$ cat src/rtl/mem_io_ctrl.sv
// Data-side memory/IO controller: RAM pass-through plus MMIO TX/RX byte FIFOs.
// Optional cycle counter at CYCLES is built when DBG_CYCLE_COUNTER_EN is defined.
module mem_io_ctrl #(
    parameter int TX_DEPTH = 8,
    parameter int RX_DEPTH = 4
) (
    input  logic        clk,
    input  logic        rst,
    input  logic [31:0] cpu_addr,
    input  logic [31:0] cpu_wdata,
    input  logic        cpu_wr,
    input  logic        cpu_en,
    output logic [31:0] cpu_rdata,
    output logic        cpu_stall,
    output logic [29:0] ram_addr,
    output logic [31:0] ram_wdata,
    output logic        ram_we,
    output logic        ram_en,
    input  logic [31:0] ram_rdata,
    output logic [7:0]  tx_data,
    output logic        tx_valid,
    input  logic        tx_ready,
    input  logic [7:0]  rx_data,
    input  logic        rx_valid
);

    localparam int TAW = $clog2(TX_DEPTH);
    localparam int TCW = $clog2(TX_DEPTH + 1);
    localparam int RAW = $clog2(RX_DEPTH);
    localparam int RCW = $clog2(RX_DEPTH + 1);
    localparam logic [TCW-1:0] TX_FULL_CNT = TCW'(TX_DEPTH);
    localparam logic [RCW-1:0] RX_FULL_CNT = RCW'(RX_DEPTH);

    logic           mmio;
    logic           acc;
    logic           sel_tx;
    logic           sel_rx;
    logic           sel_st;
    logic           sel_cyc;

    logic [7:0]     tx_mem [TX_DEPTH];
    logic [TAW-1:0] tx_wp;
    logic [TAW-1:0] tx_rp;
    logic [TCW-1:0] tx_count;
    logic           tx_full;
    logic           tx_empty;
    logic           tx_push;
    logic           tx_pop;

    logic [7:0]     rx_mem [RX_DEPTH];
    logic [RAW-1:0] rx_wp;
    logic [RAW-1:0] rx_rp;
    logic [RCW-1:0] rx_count;
    logic           rx_full;
    logic           rx_avail;
    logic           rx_push;
    logic           rx_pop;
    logic           rx_ovf;
    logic           ovf_set;
    logic           st_rd;

    logic [31:0]    status;
    logic [31:0]    cycle_val;
    logic [31:0]    mmio_rdata;

    assign mmio    = cpu_addr[31:28] == 4'hF;
    assign acc     = cpu_en & mmio;
    assign sel_tx  = cpu_addr[3:0] == 4'h0;
    assign sel_rx  = cpu_addr[3:0] == 4'h4;
    assign sel_st  = cpu_addr[3:0] == 4'h8;
    assign sel_cyc = cpu_addr[3:0] == 4'hC;

    assign ram_addr  = cpu_addr[31:2];
    assign ram_wdata = cpu_wdata;
    assign ram_en    = cpu_en & ~mmio;
    assign ram_we    = ram_en & cpu_wr;

    assign tx_full   = tx_count == TX_FULL_CNT;
    assign tx_empty  = tx_count == '0;
    assign tx_valid  = ~tx_empty;
    assign tx_data   = tx_mem[tx_rp];
    assign tx_pop    = tx_valid & tx_ready;
    // Full is judged on registered count, so a same-cycle pop cannot free a slot.
    assign cpu_stall = acc & cpu_wr & sel_tx & tx_full;
    assign tx_push   = acc & cpu_wr & sel_tx & ~tx_full;

    assign rx_full  = rx_count == RX_FULL_CNT;
    assign rx_avail = rx_count != '0;
    assign rx_pop   = acc & ~cpu_wr & sel_rx & rx_avail;
    assign rx_push  = rx_valid & (~rx_full | rx_pop);
    assign ovf_set  = rx_valid & rx_full & ~rx_pop;
    assign st_rd    = acc & ~cpu_wr & sel_st;

    assign status = {20'b0, 4'(tx_count), 4'(rx_count),
                     rx_ovf, rx_avail, tx_empty, tx_full};

    always_comb begin
        mmio_rdata = '0;
        unique case (1'b1)
            sel_rx:  mmio_rdata = rx_avail ? {24'b0, rx_mem[rx_rp]}
                                           : 32'hFFFF_FFFF;
            sel_st:  mmio_rdata = status;
            sel_cyc: mmio_rdata = cycle_val;
            default: mmio_rdata = '0;
        endcase
    end

    assign cpu_rdata = mmio ? mmio_rdata : ram_rdata;

    always_ff @(posedge clk) begin
        if (tx_push) begin
            tx_mem[tx_wp] <= cpu_wdata[7:0];
        end
    end

    always_ff @(posedge clk) begin
        if (!rst) begin
            tx_wp    <= '0;
            tx_rp    <= '0;
            tx_count <= '0;
        end else begin
            if (tx_push) begin
                tx_wp <= tx_wp + TAW'(1);
            end
            if (tx_pop) begin
                tx_rp <= tx_rp + TAW'(1);
            end
            case ({tx_push, tx_pop})
                2'b10:   tx_count <= tx_count + TCW'(1);
                2'b01:   tx_count <= tx_count - TCW'(1);
                default: tx_count <= tx_count;
            endcase
        end
    end

    always_ff @(posedge clk) begin
        if (rx_push) begin
            rx_mem[rx_wp] <= rx_data;
        end
    end

    always_ff @(posedge clk) begin
        if (!rst) begin
            rx_wp    <= '0;
            rx_rp    <= '0;
            rx_count <= '0;
            rx_ovf   <= 1'b0;
        end else begin
            if (rx_push) begin
                rx_wp <= rx_wp + RAW'(1);
            end
            if (rx_pop) begin
                rx_rp <= rx_rp + RAW'(1);
            end
            case ({rx_push, rx_pop})
                2'b10:   rx_count <= rx_count + RCW'(1);
                2'b01:   rx_count <= rx_count - RCW'(1);
                default: rx_count <= rx_count;
            endcase
            // A fresh overflow wins over the clear-on-read of STATUS.
            if (ovf_set) begin
                rx_ovf <= 1'b1;
            end else if (st_rd) begin
                rx_ovf <= 1'b0;
            end
        end
    end

`ifdef DBG_CYCLE_COUNTER_EN
    logic [31:0] cycle_cnt;

    always_ff @(posedge clk) begin
        if (!rst) begin
            cycle_cnt <= '0;
        end else begin
            cycle_cnt <= cycle_cnt + 32'd1;
        end
    end

    assign cycle_val = cycle_cnt;
`else
    assign cycle_val = '0;
`endif

endmodule

$ cat config.mk
export PLATFORM = sky130hd
export DESIGN_NAME = mem_io_ctrl
export DESIGN_NICKNAME = d
export VERILOG_FILES = /design/src/rtl/mem_io_ctrl.sv
export SDC_FILE = /design/constraint.sdc
export NUM_CORES = 1
export LEC_CHECK = 0
export ABC_AREA = 1
export BUFFER_PORTS_ARGS = -buffer_cell sky130_fd_sc_hd__buf_2
export CAP_MARGIN = 20
export CORE_MARGIN = 2
export CORE_UTILIZATION = 45
export CTS_CLUSTER_DIAMETER = 50
export DETAILED_ROUTE_END_ITERATION = 16
export PLACE_DENSITY_LB_ADDON = 0.3
export SLEW_MARGIN = 0
export SYNTH_ARGS = -nofsm -noshare
export SYNTH_HDL_FRONTEND = slang
export SYNTH_SLANG_ARGS = --single-unit
$ cat constraint.sdc
create_clock -name clk -period 4.6 [get_ports clk]
set_clock_uncertainty 0.15 [all_clocks]
set_input_delay 0.92 -clock clk [delete_from_list [all_inputs] [get_ports clk]]
set_output_delay 0.92 -clock clk [all_outputs]
set_load 0.01 [all_outputs]
==> key figures <==
Status
  – Outcome: finished, final reports clean

Logic synthesis
  – Count leader, synth: nor2_1
  – Syn Nets: 711
  – Sequential area share after synthesis: 57.5%
  – Top-area cell type share of the netlist area: 49.6%
  – Combinational family with the most area after synthesis: simple AND/OR/NAND/NOR gates
  – Top FF cell, synth: edfxtp_1
  – Post-synthesis adder-cell area fraction: 2.28%
  – Asr flop ratio synth: 0%
  – Mux cell area share after synthesis: 0%
  – Compound-Gate Fraction of Synth Area: 10.5%
  – Yosys reg bits: 119
  – Post-Synthesis Cells: 591
  – Synth Warn #: 0
  – Synth cell count leaders: nor2_1 (98), edfxtp_1 (96), nand2_1 (79)
  – Cell taking the most area after synthesis: edfxtp_1
  – Netlist cell types: 33
  – Netlist Area Pre-Place: 0.00581 sq mm
  – Number of synthesized flops with an enable pin: 96
  – Syn Area/Cell: 9.83 sq um
  – Post-Synth Simple-Gate Area: 16.9%
  – Synth area leaders: edfxtp_1 (50%), buf_4 (8.0%), dfxtp_1 (7.9%)
  – XOR/XNOR share of the synthesized area: 0.452%

Clocking
  – Total CTS buffers: 17
  – Post-CTS sizing: 0
  – Worst-path clk slew: 0.06 ns
  – H-tree Lvls: 4
  – TritonCTS Sinks: 119
  – TritonCTS clock tree: done
  – Cts hold-fix bufs: 0
  – Root Buffer: clkbuf_16
  – Clock Latency Late Sink: 0.40 ns
  – Buffer count from post-CTS setup fixing: 0
  – CTS Buffer Depth: 2

Power
  – Worst VDD drop: 0.198 mV
  – LEAKAGE: 2.82 nW
  – Clock power frac: 41.7%
  – Int Pwr: 2.32 mW
  – Share of power burned in combinational logic: 20.0%
  – PwrDens: 487 mW/mm^2
  – Pwr Total: 3.29 mW
  – Seq pwr share: 38.3%
  – Net Sw Frac: 29.5%
  – P_sw: 0.972 mW

Worst setup path
  – Critical path's largest stage delay: 0.29 ns
  – Slowest cell on the critical path: nand2_2
  – Arrival @ worst endpoint: 2.40 ns
  – Crit Path Category: in -> out
  – Worst EP required: 3.53 ns
  – Cell Chain, Critical Path: buf_2 > nand2_2 > nor2_8 > inv_2 > nor2_2 > nand2_2 > nand3_1 > buf_2
  – Crit path launch type: primary input
  – Crit path max fanout: 29
  – CP top delay family: simple AND/OR/NAND/NOR gates
  – Buf/Inv on CP: 3
  – CP Capture Type: primary output

Routing
  – Wire per inst: 15.5 um
  – Top routing layer used: met4
  – Antenna Nets Post-Route: 0
  – Drt total wl: 13.0 mm
  – Routed met2 length: 6.71 mm
  – Via-to-Cell Ratio: 5.03
  – Drt pass-1 iters: 5
  – WL met1: 5.28 mm
  – 1st-iter DRT viols: 242
  – Via count: 4225
  – Met3 routed wirelength: 809 um
  – Remaining DRCs: 0

Finish
  – Layout cells sized above 1: 27.7%
  – Finished Layout Cells: 840
  – Final Util: 53.5%
  – Final Net Count: 775
  – Inserted Diodes: 0
  – Area grow syn2layout: 16.2%

Floorplan
  – Die width: 118 um
  – Die height: 118 um
  – Floorplan row count: 41
  – Ports: 216
  – Core area: 0.0126 sq mm
  – Die footprint: 0.0138 sq mm
  – Initial core utilization: 46.1%

STA
  – Final Hold Violating Endpoints: 0
  – Min cycle time layout: 3.47 ns
  – Final setup viols: 0
  – Final period utilization: 75.4%
  – Slew Limit Fails: 0
  – RSZ-0062 raised after global routing: false
  – Fmax: 0.288 GHz
  – Max-slew headroom: 36.6%
  – Setup TNS: 0 ns
  – Post-route setup slack: 1.13 ns
  – Slew @ Worst Pin: 0.946 ns

Place
  – DP HPWL: 8.78 mm
  – GPL Wtd Cong: 0.888
  – Placed insts: 808
  – PortBufs: 119
  – DP Worst Slack: 1.11 ns

Global route
  – Pin count of the biggest net entering global routing: 34
  – Total grt overflow: 0
  – Total GRT Usage: 18.9%
  – First-pass GRT wire length: 20.6 mm
  – Initial antenna violation count: 0
  – Number of global-route vias before repair: 4256

Run
  – Max cap viols: 0

Worst hold path
  – Hold crit path type: reg -> reg
[state kept, by name, indices dropped and copies added, names as in the netlist, named ones only]
name and flops:
rx_wp 2, tx_count 4, tx_rp 3, rx_count 3, rx_ovf 1, tx_mem 64
rx_mem 32, rx_rp 2, tx_wp 3
[layer usage]
metal | up-vias | global-route usage [%]
met5 | - | 0
met4 | 0 | 7.00
met3 | 26 | 4.94
met2 | 164 | 34.4
met1 | 1950 | 21.0
li1 | 2085 | -
[worst register-to-register path, cell delays in order, from the launching register on]
cell and delay (ns):
dfxtp_1 0.41, inv_1 0.08, nand3_1 0.10, nor2_1 0.07, inv_2 0.06, nand3_2 0.15
inv_2 0.15, nand2_2 0.10, nor3_2 0.72
[placed cells by master (no fill, tap or decap), drive strengths merged, types with 9 or more instances in the layout]
master    n
dfxtp    23
clkbuf   17
nor2    103
o21ai    59
a31oi    12
ha        9
edfxtp   96
a21oi    23
buf     126
nand2    87
nor3     11
nand3    17
inv      50
o22ai    13
[power by group through the flow]
stage | Combinational [mW] | Sequential [mW] | Clock [mW]
3_5_place_dp | 0.656 | 1.28 | 0
3_3_place_gp | 0.637 | 1.28 | 0
6_report | 0.659 | 1.26 | 1.37
4_1_cts | 0.665 | 1.26 | 1.38
5_1_grt | 0.742 | 1.27 | 1.44
2_1_floorplan | 0.502 | 1.26 | 0
[worst paths after layout]
kind	start	end	slack, ns	cells past startpoint
setup / recovery	cpu_addr[31]	cpu_rdata[1]	1.13	8
hold / removal	tx_rp[2]	register	0.31	1
setup reg to reg	tx_count[1]	tx_mem[1][1]	2.22	8
hold reg to reg	tx_rp[2]	register	0.31	1
[per-stage QoR]
stage,area (sq um),hold WS (ns)
final,6750,0.307
after global placement,6130,0.279
after CTS,6750,0.305
after floorplan,5810,0.262
after global routing,6750,0.338
after detailed placement,6130,0.277
[area by class of cell]
class / count / area [sq um]
fill: 1133 / 5870
sequential: 119 / 3340
multi-input combinational: 346 / 1760
timing repair buffer: 126 / 648
clock buffer: 17 / 425
tap: 172 / 215
clock inverter: 15 / 193
inverter: 45 / 169
[kinds of logic (layout without fill, tap and decap cells)]
group,count (synthesis),count (layout)
AO/OA/AOI/OAI,111,111
buffers and inverters,126,203
adder cells (fa/ha/maj),10,10
AND/OR/NAND/NOR,222,222
flip-flops,119,119
XOR/XNOR,3,3
Power figures use the tool's default switching activity.
